## src/rtl/rv_fetch_pkg.sv

```systemverilog
// rv_fetch_pkg: shared state encoding, special instruction words and entry widths for the fetch path
package rv_fetch_pkg;
    typedef enum logic [1:0] {S_BOOT, S_RUN, S_HALT} state_t;
    localparam logic [31:0] EBREAK_WORD = 32'h0010_0073;
    localparam logic [31:0] NOP_WORD = 32'h0000_0013;
    localparam int PC_W = 32;
    localparam int INSTR_W = 32;
    localparam int ENTRY_W = PC_W + INSTR_W;
endpackage

```

## src/rtl/fetch_queue.sv

```systemverilog
// fetch_queue: in-order FIFO with flush whose head is held in output registers
module fetch_queue import rv_fetch_pkg::*; #(
    parameter int QDEPTH = 2,
    parameter int W = ENTRY_W
) (
    input  logic                      clk,
    input  logic                      reset,
    input  logic                      push,
    input  logic                      pop,
    input  logic                      flush,
    input  logic [W-1:0]              wdata,
    output logic [$clog2(QDEPTH):0]   count,
    output logic                      head_valid,
    output logic [W-1:0]              head_data
);
    localparam int AW = $clog2(QDEPTH);
    localparam int CW = AW + 1;
    logic [W-1:0] mem [QDEPTH];
    logic [AW-1:0] rd, wr, rd_n;
    logic [CW-1:0] rem;
    // entries surviving the pop and the read pointer they leave behind
    always_comb begin
        rem = count - CW'(pop);
        rd_n = rd + AW'(pop);
    end
    // head registers take the next surviving entry, or the pushed word when nothing older remains
    always_ff @(posedge clk) begin
        if (reset || flush) begin
            rd <= '0;
            wr <= '0;
            count <= '0;
            head_valid <= 1'b0;
            if (reset) head_data <= '0;
        end else begin
            if (push) begin
                mem[wr] <= wdata;
                wr <= wr + AW'(1);
            end
            rd <= rd_n;
            count <= rem + CW'(push);
            head_valid <= rem != '0 || push;
            if (rem != '0) head_data <= mem[rd_n];
            else if (push) head_data <= wdata;
        end
    end
endmodule

```

## src/rtl/fetch_sequencer.sv

```systemverilog
// fetch_sequencer: PC/FSM owner feeding decode from instruction memory; FETCH_PERF_CNT_EN adds perf counters
module fetch_sequencer import rv_fetch_pkg::*; #(
    parameter int          ADDR_W   = 10,
    parameter logic [31:0] RESET_PC = 32'h0000_0000,
    parameter int          QDEPTH   = 2
) (
    input  logic              clk,
    input  logic              reset,
    output logic [ADDR_W-1:0] imem_address,
    input  logic [31:0]       imem_instruction,
    input  logic              redirect_valid,
    input  logic [31:0]       redirect_pc,
    output logic              out_valid,
    input  logic              out_ready,
    output logic [31:0]       out_instruction,
    output logic [31:0]       out_pc,
    output logic              halted
`ifdef FETCH_PERF_CNT_EN
    ,
    output logic [31:0]       perf_fetched,
    output logic [31:0]       perf_stall,
    output logic [31:0]       perf_flush
`endif
);
    localparam int CW = $clog2(QDEPTH) + 1;
    localparam logic [CW-1:0] FULL = CW'(QDEPTH);
    state_t state;
    logic [31:0] pc;
    logic [CW-1:0] count;
    logic pop, push;
    logic [ENTRY_W-1:0] head;
    assign imem_address = pc[ADDR_W+1:2];
    assign halted = state == S_HALT;
    assign {out_pc, out_instruction} = head;
    // a same-cycle pop frees a slot so a full queue still streams at one word per cycle
    always_comb begin
        pop = out_valid & out_ready;
        push = state == S_RUN && !redirect_valid && (count != FULL || pop);
    end
    fetch_queue #(.QDEPTH(QDEPTH), .W(ENTRY_W)) u_queue (
        .clk(clk),
        .reset(reset),
        .push(push),
        .pop(pop),
        .flush(redirect_valid),
        .wdata({pc, imem_instruction}),
        .count(count),
        .head_valid(out_valid),
        .head_data(head)
    );
    // redirect overrides everything but reset; EBREAK is still enqueued before halting
    always_ff @(posedge clk) begin
        if (reset) begin
            state <= S_BOOT;
            pc <= RESET_PC;
        end else if (redirect_valid) begin
            state <= S_RUN;
            pc <= redirect_pc & ~32'd3;
        end else if (state == S_BOOT) begin
            state <= S_RUN;
        end else if (push) begin
            pc <= pc + 32'd4;
            if (imem_instruction == EBREAK_WORD) state <= S_HALT;
        end
    end
`ifdef FETCH_PERF_CNT_EN
    // free-running event counters, wrapping naturally
    always_ff @(posedge clk) begin
        if (reset) begin
            perf_fetched <= '0;
            perf_stall <= '0;
            perf_flush <= '0;
        end else begin
            perf_fetched <= perf_fetched + 32'(push);
            perf_stall <= perf_stall + 32'(state == S_RUN && count == FULL && !pop && !redirect_valid);
            perf_flush <= perf_flush + 32'(redirect_valid && count != '0);
        end
    end
`endif
endmodule
```

## config.mk

```make
export PLATFORM = sky130hd
export DESIGN_NAME = fetch_sequencer
export DESIGN_NICKNAME = d
export VERILOG_FILES = /design/src/rtl/rv_fetch_pkg.sv /design/src/rtl/fetch_queue.sv /design/src/rtl/fetch_sequencer.sv
export SDC_FILE = /design/constraint.sdc
export NUM_CORES = 1
export LEC_CHECK = 0
export ABC_AREA = 1
export CAP_MARGIN = 40
export CORE_MARGIN = 2
export CORE_UTILIZATION = 45
export DETAILED_ROUTE_END_ITERATION = 16
export GPL_ROUTABILITY_DRIVEN = 0
export PLACE_DENSITY = 0.68
export SLEW_MARGIN = 30
export SYNTH_ARGS = -nofsm -noshare
export SYNTH_HDL_FRONTEND = slang
export SYNTH_SLANG_ARGS = --single-unit
```

## constraint.sdc

```tcl
create_clock -name clk -period 6.5 [get_ports clk]
set_input_delay 1.625 -clock clk [delete_from_list [all_inputs] [get_ports clk]]
set_output_delay 1.625 -clock clk [all_outputs]
set_load 0.1 [all_outputs]
```

== Yosys cells after proc, flatten, opt, wreduce, memory -nomap -nowiden ==
Memory sizes are Yosys's and may differ from the RTL's.
Cells that the tools add are included.
Cells by class
  bitwise logic cells: 2
  equality and inequality tests: 6
  multiplexer cells: 14
  reduce and logical (&&, ||, !) cells: 19
  add/sub/neg operators: 5
Operators with widths (count)
  $mux W64: 4
  $mux W32: 3
  $add A32 B3 Y32 const B: 1
  $eq A32 B21 Y1 const B: 1
  $reduce_and A2 Y1: 5
  $reduce_bool A3 Y1: 3
  $mux W1: 7
  $ne A2 B2 Y1 const B: 3
  $reduce_bool A2 Y1: 2
  $logic_or A1 B1 Y1: 3
  $reduce_or A3 Y1: 1
  $add A2 B1 Y2: 1
  $eq A2 B1 Y1 const B: 1
  $eq A2 B2 Y1 const B: 1
  $logic_and A1 B1 Y1: 2
  $logic_not A2 Y1: 1
  $reduce_or A2 Y1: 1
  $sub A2 B1 Y2: 1
  $add A1 B1 Y1: 1
  $add A1 B1 Y1 const B: 1
  $and A1 B1 Y1: 1
  $logic_not A1 Y1: 1
  $not A1 Y1: 1
Storage, ports and cells
  bits in writable memories: 128
  bits of input ports: 68
  flip-flop bits (word level): 103
  memories: 1
Memories
  u_queue.mem: depth 2, bits a word 64, read ports 1, clocked after Yosys merged registers in 0, write ports 1, RTL line fetch_queue.sv:18  | logic [W-1:0] mem [QDEPTH];

== Logic depth before layout (Yosys ltp) ==
Gate-level depths: netlist (run 1).
  depth in word-level cells: 6
  depth in mapped cells: 9
  mapped depth without buffers: 9

== By module ==
From an unflattened synthesis (run 1), not the netlist that was laid out.
Unflattened totals
  cell total of the unflattened synthesis: 1150
  area, all modules: 10755.3 um^2
By module, submodules not included
  fetch_queue: cells an instance 725, times used 1, area each 8285.4 um^2, sequential area each 5865.6 um^2
  fetch_sequencer: cells an instance 425, times used 1, area each 2469.9 um^2, sequential area each 640.6 um^2

== Worst setup path after synthesis (run 1) ==
No wires, ideal clock.
  kind: input -> register
  from: input redirect_valid
  to: memory u_queue.mem[0][0] in the netlist's numbering, enable pin
  required time: 6.018 ns
  setup slack: 1.087 ns
  library setup time: 0.482 ns
  cell stages on the path: 6
  arrival time: 4.931 ns
  buffers on the path: 1
  cells stage by stage: buf_6 clkinv_2 nand3_2 a31oi_4 nand2_1 nor2_1
On the way
  longest elaborated chain between the ends: 6
  elaborated cells between the ends (all ways): 7
  those cells by class: mux: 3; reduce/logical: 4
RTL lines
  start: declaration: RTL line fetch_sequencer.sv:11  | input logic redirect_valid,
  $logic_not A1 Y1: RTL line fetch_sequencer.sv:38  | push = state == S_RUN && !redirect_valid && (count != FULL || pop);
  $logic_and A1 B1 Y1 (2 in series): RTL line fetch_sequencer.sv:38
  $mux W1: RTL line fetch_queue.sv:35  | if (push) begin
  $mux W1 (*): RTL line fetch_queue.sv:28  | if (reset || flush) begin
  $mux W1 (implied by the code) (*): RTL line fetch_queue.sv:36  | mem[wr] <= wdata;
  end: declaration: RTL line fetch_queue.sv:18
Every way passes the cells marked *; elsewhere a longest branch is shown, timed or not.

== Worst setup path after layout (run 1) ==
  from: input redirect_valid
  to: memory u_queue.mem[0][58] in the netlist's numbering, enable pin
The elaborated chain is that of the path after synthesis.

==> results.toml, run 1 <==
[cells_and_area]
layout-drive-gt1-share = 0.184
fillers = 1697
fin_nets = 1191
register_area_um2 = 6330
area_delta_synth_final_pct = 36.6
multiInputGateArea_um2 = 2800
num_antenna_cells = 0

[synthesis]
synth_common_cells = "186 x edfxtp_1, 143 x nand2_1, 106 x inv_1"
async_flop_share = 0
synth.distinct_cells = 33
synth-edff-count = 186
ys_ff_latch = 223
seq_area_frac_synth = 0.649
syn_avg_cell_area_um2 = 10.6
synthCells = 917
synthTopCellsByArea = "edfxtp_1 57%, dfxtp_1 7.6%, nand2_1 5.5%"
yosysMostFrequentCell = "edfxtp_1"
yosysWarnings = 0
synthFlopType = "edfxtp_1"
syn-cell-area_um2 = 9750
yosysTopAreaCellShare = 0.573
synth_area_leader_cell = "edfxtp_1"

[clock_network]
clkTransAtPathRegs_ns = 0.06
cts_root_buf = "clkbuf_16"
post_cts_buffers = 0
cts_tree = "built"
hold_buffers = 0
cts.sinks = 223
post_cts_resized = 0
clk_latency_ns = 0.50
cts_buffers = 23
cts-htree-levels = 1
clk_path_buf_depth = 3

[routing]
routed_via_density = 5.18
wl_per_cell_um = 16.9
drtIter0Drc = 372
drt-pass1-iter-count = 5
drc = 0
drt_wl_total_um = 23800
ant_nets = 0
routed-via-count = 7305

[global_routing]
grt_max_degree = 65
grtUsageTotal = 0.212
antenna_found_initial = 0
first_global_vias = 7210
grt_overflow_total = 0
grt_first_pass_wirelength_um = 37600

[worst_setup_path]
crit_path_end_kind = "register"
arrival_ns = 4.33
reg2reg_setup_slack_ns = 3.86
critPathLaunchType = "input port"
crit_type = "in2reg"
required_ns = 6.70
rr_worst_depth = 8
cp_max_fo = 27

[die]
fp.dieW_um = 151
die-area_um2 = 22900
rows = 53
io_pins = 144
core_area_um2 = 21200
die_y_um = 151
start_util = 0.461

[timing]
skew_ns = 0.0112
relSlewSlack = 0.461
tns_ns = 0
timing.fmax_ghz = 0.242
worst_slack_ns = 2.37
tightest_slew_ns = 0.809
fin_crit_sh = 0.635
slew_violations = 0
finalHoldViolations = 0
setup_violations = 0
layout_min_cycle_time_ns = 4.13
rsz0062_at_grt = "false"

[power_and_ir_drop]
power.leakage_nw = 4.94
peakVddDrop_uv = 153
powerDensity_nw_per_um2 = 272

[run_status]
status = "completed"

[place]
portBuffers = 139
preCtsSetupSlack_ns = 1.83
dp_hpwl_um = 15200

[worst_hold_path]
hp-class = "reg2reg"
hold_depth = 0

[job]
max_cap_violations = 0
## cells by family after synthesis
logic type                 Yosys count  synth area share
DFF                                223             0.649
and+or+nand+nor                    352             0.171
AOI/OAI and AO/OA                  174             0.100
adders and majority gates            3           0.00385
other                                1          0.000384
xor gates and xnor gates             7           0.00629
buffers and inverters              156            0.0693
muxes                                1           0.00103
## per-layer routing
metal  vias up  global-route usage  part of all wire
met3        43              0.0319             0.061
met2       233               0.358              0.49
li1       3546                   -                 -
met4         0              0.0556             0.024
met1      3483               0.286              0.42
met5         -                   0                 0
## state kept, by name (all words and copies together), names as in the netlist
name                cells
u_queue.wr              1
u_queue.head_valid      1
u_queue.count           2
pc                     30
state                   2
u_queue.rd              1
u_queue.head_data      62
u_queue.mem           124
## critical path, stage by stage
cell             delay, ns
clkdlybuf4s50_1       0.44
clkinv_2              0.33
nand3_2               0.16
a31oi_4               0.15
buf_4                 0.33
nand2_1               0.30
nor2_4                0.64
buf_4                 0.33
## cell type report
class | instances | share of cell area
sequential | 223 | 0.475
multi-input combinational | 539 | 0.210
timing repair buffer | 226 | 0.206
clock buffer | 35 | 0.0504
inverter | 107 | 0.0302
tap | 275 | 0.0258
clock inverter | 6 | 0.00254
## where the power goes
part	internal, W	switching [W]	leakage [nW]	total, W
sequential	0.00162	0.0000373	2.08	0.00165
combinational	0.000262	0.000469	2.51	0.000730
clock	0.000712	0.000525	0.350	0.00124
total	0.00259	0.00103	4.94	0.00362
## stage by stage
step           cells  power, W  hold slack (ns)  utilization  instance area (um2)
4_1_cts         1410   0.00364            0.516        0.629                13300
3_5_place_dp    1369   0.00241            0.499        0.596                12600
3_3_place_gp    1294   0.00227            0.494        0.537                11400
2_1_floorplan    918   0.00211            0.468            -                 9760
6_report        1411   0.00362            0.519        0.630                13300
5_1_grt         1411   0.00375            0.546        0.630                13300
## worst paths after layout
check / startpoint / to
setup / recovery: redirect_valid / u_queue.mem[0][58]$_DFFE_PP_
hold / removal: pc[31]$_SDFFE_PP0P_ / u_queue.mem[1][63]$_DFFE_PP_
setup reg to reg: u_queue.head_valid$_SDFF_PP0_ / u_queue.head_data[61]$_SDFFCE_PP0P_
hold reg to reg: pc[31]$_SDFFE_PP0P_ / u_queue.mem[1][63]$_DFFE_PP_
## cells in the final DEF (no fill, tap or decap), drive strengths merged
cell type and n:
mux2i 1, conb 2, ha 3, o22ai 62
xor2 7, a21oi 25, clkbuf 35, dfxtp 37
o21ai 82, a22oi 2, clkinv 8, edfxtp 186
buf 87, clkdlybuf4s50 139, or2 62, a31oi 3
and2 1, nor2 70, nor3 4, nand4 2
nand2 150, nand3 63, inv 105
Power figures use the tool's default switching activity.
==> run 2: changes to the inputs <==
==> constraint.sdc (replaced) <==
create_clock -name clk -period 4.1 [get_ports clk]
set_input_delay 1.025 -clock clk [delete_from_list [all_inputs] [get_ports clk]]
set_output_delay 1.025 -clock clk [all_outputs]
set_load 0.1 [all_outputs]
==> results.toml, run 2 (same netlist as run 1, synthesis figures left out) <==
[cells_and_area]
regMostFlops = "u_queue.mem"
num_antenna_cells = 0
register_area_um2 = 6330
area_delta_synth_final_pct = 36.3
final_cell_mix = "186 x edfxtp_1, 143 x nand2_1, 138 x clkdlybuf4s50_1"
layout.cells.non_filler = 1415
fin_nets = 1195
layout-drive-gt1-share = 0.186
reg_top3 = "u_queue.mem (124), u_queue.head_data (62), pc (30)"
largest_reg_flops = 124
multiInputGateArea_um2 = 2790
final_core_util = 0.629
fillers = 1639
layout_commonest_cell = "edfxtp_1"

[power_and_ir_drop]
power.leakage_nw = 4.95
powerDensity_nw_per_um2 = 425
total_power_w = 0.00566
peakVddDrop_uv = 234

[timing]
slew_violations = 0
finalHoldViolations = 0
skew_ns = 0.00896
layout_min_cycle_time_ns = 2.98
rsz0062_at_grt = "false"
timing.fmax_ghz = 0.335
fin_crit_sh = 0.727
relSlewSlack = 0.445
tns_ns = 0
setup_violations = 0
tightest_slew_ns = 0.832

[place]
dp_hpwl_um = 15500
portBuffers = 139
dp.cells = 1374

[clock_network]
cts_buffers = 23
cts.sinks = 223
clk_latency_ns = 0.50
clkTransAtPathRegs_ns = 0.06
hold_buffers = 0
cts_tree = "built"
clk_path_buf_depth = 3
cts_root_buf = "clkbuf_16"
post_cts_resized = 0
post_cts_buffers = 0
cts-htree-levels = 1

[worst_setup_path]
critPathLaunchType = "input port"
arrival_ns = 3.17
r2r_end = "u_queue.head_data[8]$_SDFFCE_PP0P_"
required_ns = 4.29
crit_path_end_kind = "register"
crit_type = "in2reg"
rr_startpoint = "u_queue.head_valid$_SDFF_PP0_"
cp_max_fo = 63
rr_worst_depth = 7
reg2reg_setup_slack_ns = 1.75

[job]
max_cap_violations = 0

[die]
start_util = 0.461
rows = 53
core_area_um2 = 21200
die-area_um2 = 22900
fp.dieW_um = 151
die_y_um = 151
io_pins = 144

[worst_hold_path]
worstHoldStart = "pc[31]$_SDFFE_PP0P_"
hold_end = "u_queue.mem[1][63]$_DFFE_PP_"
hold_depth = 0
hp-class = "reg2reg"

[run_status]
status = "completed"

[global_routing]
grt_first_pass_wirelength_um = 38000
grt_overflow_total = 0
grt_max_degree = 64
grtUsageTotal = 0.213
antenna_found_initial = 0
first_global_vias = 7305

[routing]
drt_wl_total_um = 24000
drc = 0
ant_nets = 0
wl_per_cell_um = 17.0
drtIter0Drc = 563
routed_via_density = 5.16
routed-via-count = 7298
drt-pass1-iter-count = 5
[run 2: cell types whose count changed in the layout (fill, tap and decap cells not counted), sizes merged]
cell | before | now
buf | 87 | 92
clkbuf | 35 | 29
clkdlybuf4s50 | 139 | 138
clkinv | 8 | 14
[run 2: worst max path at each step]
stage	start	to	slack (ns)	cells past startpoint
4_1_cts	out_ready	u_queue.head_data[8]$_SDFFCE_PP0P_	1.16	8
6_report	out_ready	u_queue.head_data[8]$_SDFFCE_PP0P_	1.12	8
3_3_place_gp	out_ready	u_queue.head_data[47]$_SDFFCE_PP0P_	0.69	8
2_1_floorplan	redirect_valid	u_queue.mem[0][0]$_DFFE_PP_	-0.71	6
3_5_place_dp	out_ready	u_queue.head_data[8]$_SDFFCE_PP0P_	0.66	8
5_1_grt	out_ready	u_queue.head_data[50]$_SDFFCE_PP0P_	1.03	8
[run 2: layer usage]
layer / up-vias / global-route usage / share of wire
li1: 3555 / - / -
met1: 3445 / 0.288 / 0.43
met2: 261 / 0.365 / 0.49
met3: 37 / 0.0301 / 0.071
met4: 0 / 0.0491 / 0.014
met5: - / 0 / 0
[run 2: layout make-up]
class / instances / share of cell area
flip-flops and latches: 223 / 0.476
clock buffers: 29 / 0.0457
multi-input cells: 539 / 0.210
clock inverters: 12 / 0.00405
repair buffers: 230 / 0.208
well taps: 275 / 0.0259
inverters: 107 / 0.0303
[run 2: power breakdown]
group          internal, W  switching, W
logic             0.000425      0.000748
clock network      0.00104      0.000817
registers          0.00256     0.0000599
[run 2: worst max-delay path, cell delays in order]
cell and delay (ns):
clkdlybuf4s50_1 0.42, nand2_2 0.13, inv_1 0.07, ha_1 0.30, inv_1 0.09, o21ai_4 0.19, buf_4 0.69, o22ai_1 0.24
[run 2: stage by stage]
stage / hold slack, ns / cell area [um2] / setup slack [ns]
global route: 0.545 / 13300 / 1.03
finish: 0.524 / 13300 / 1.12
global placement: 0.497 / 11400 / 0.688
detailed placement: 0.501 / 12600 / 0.659
CTS: 0.517 / 13300 / 1.16
floorplan: 0.468 / 9760 / -0.713
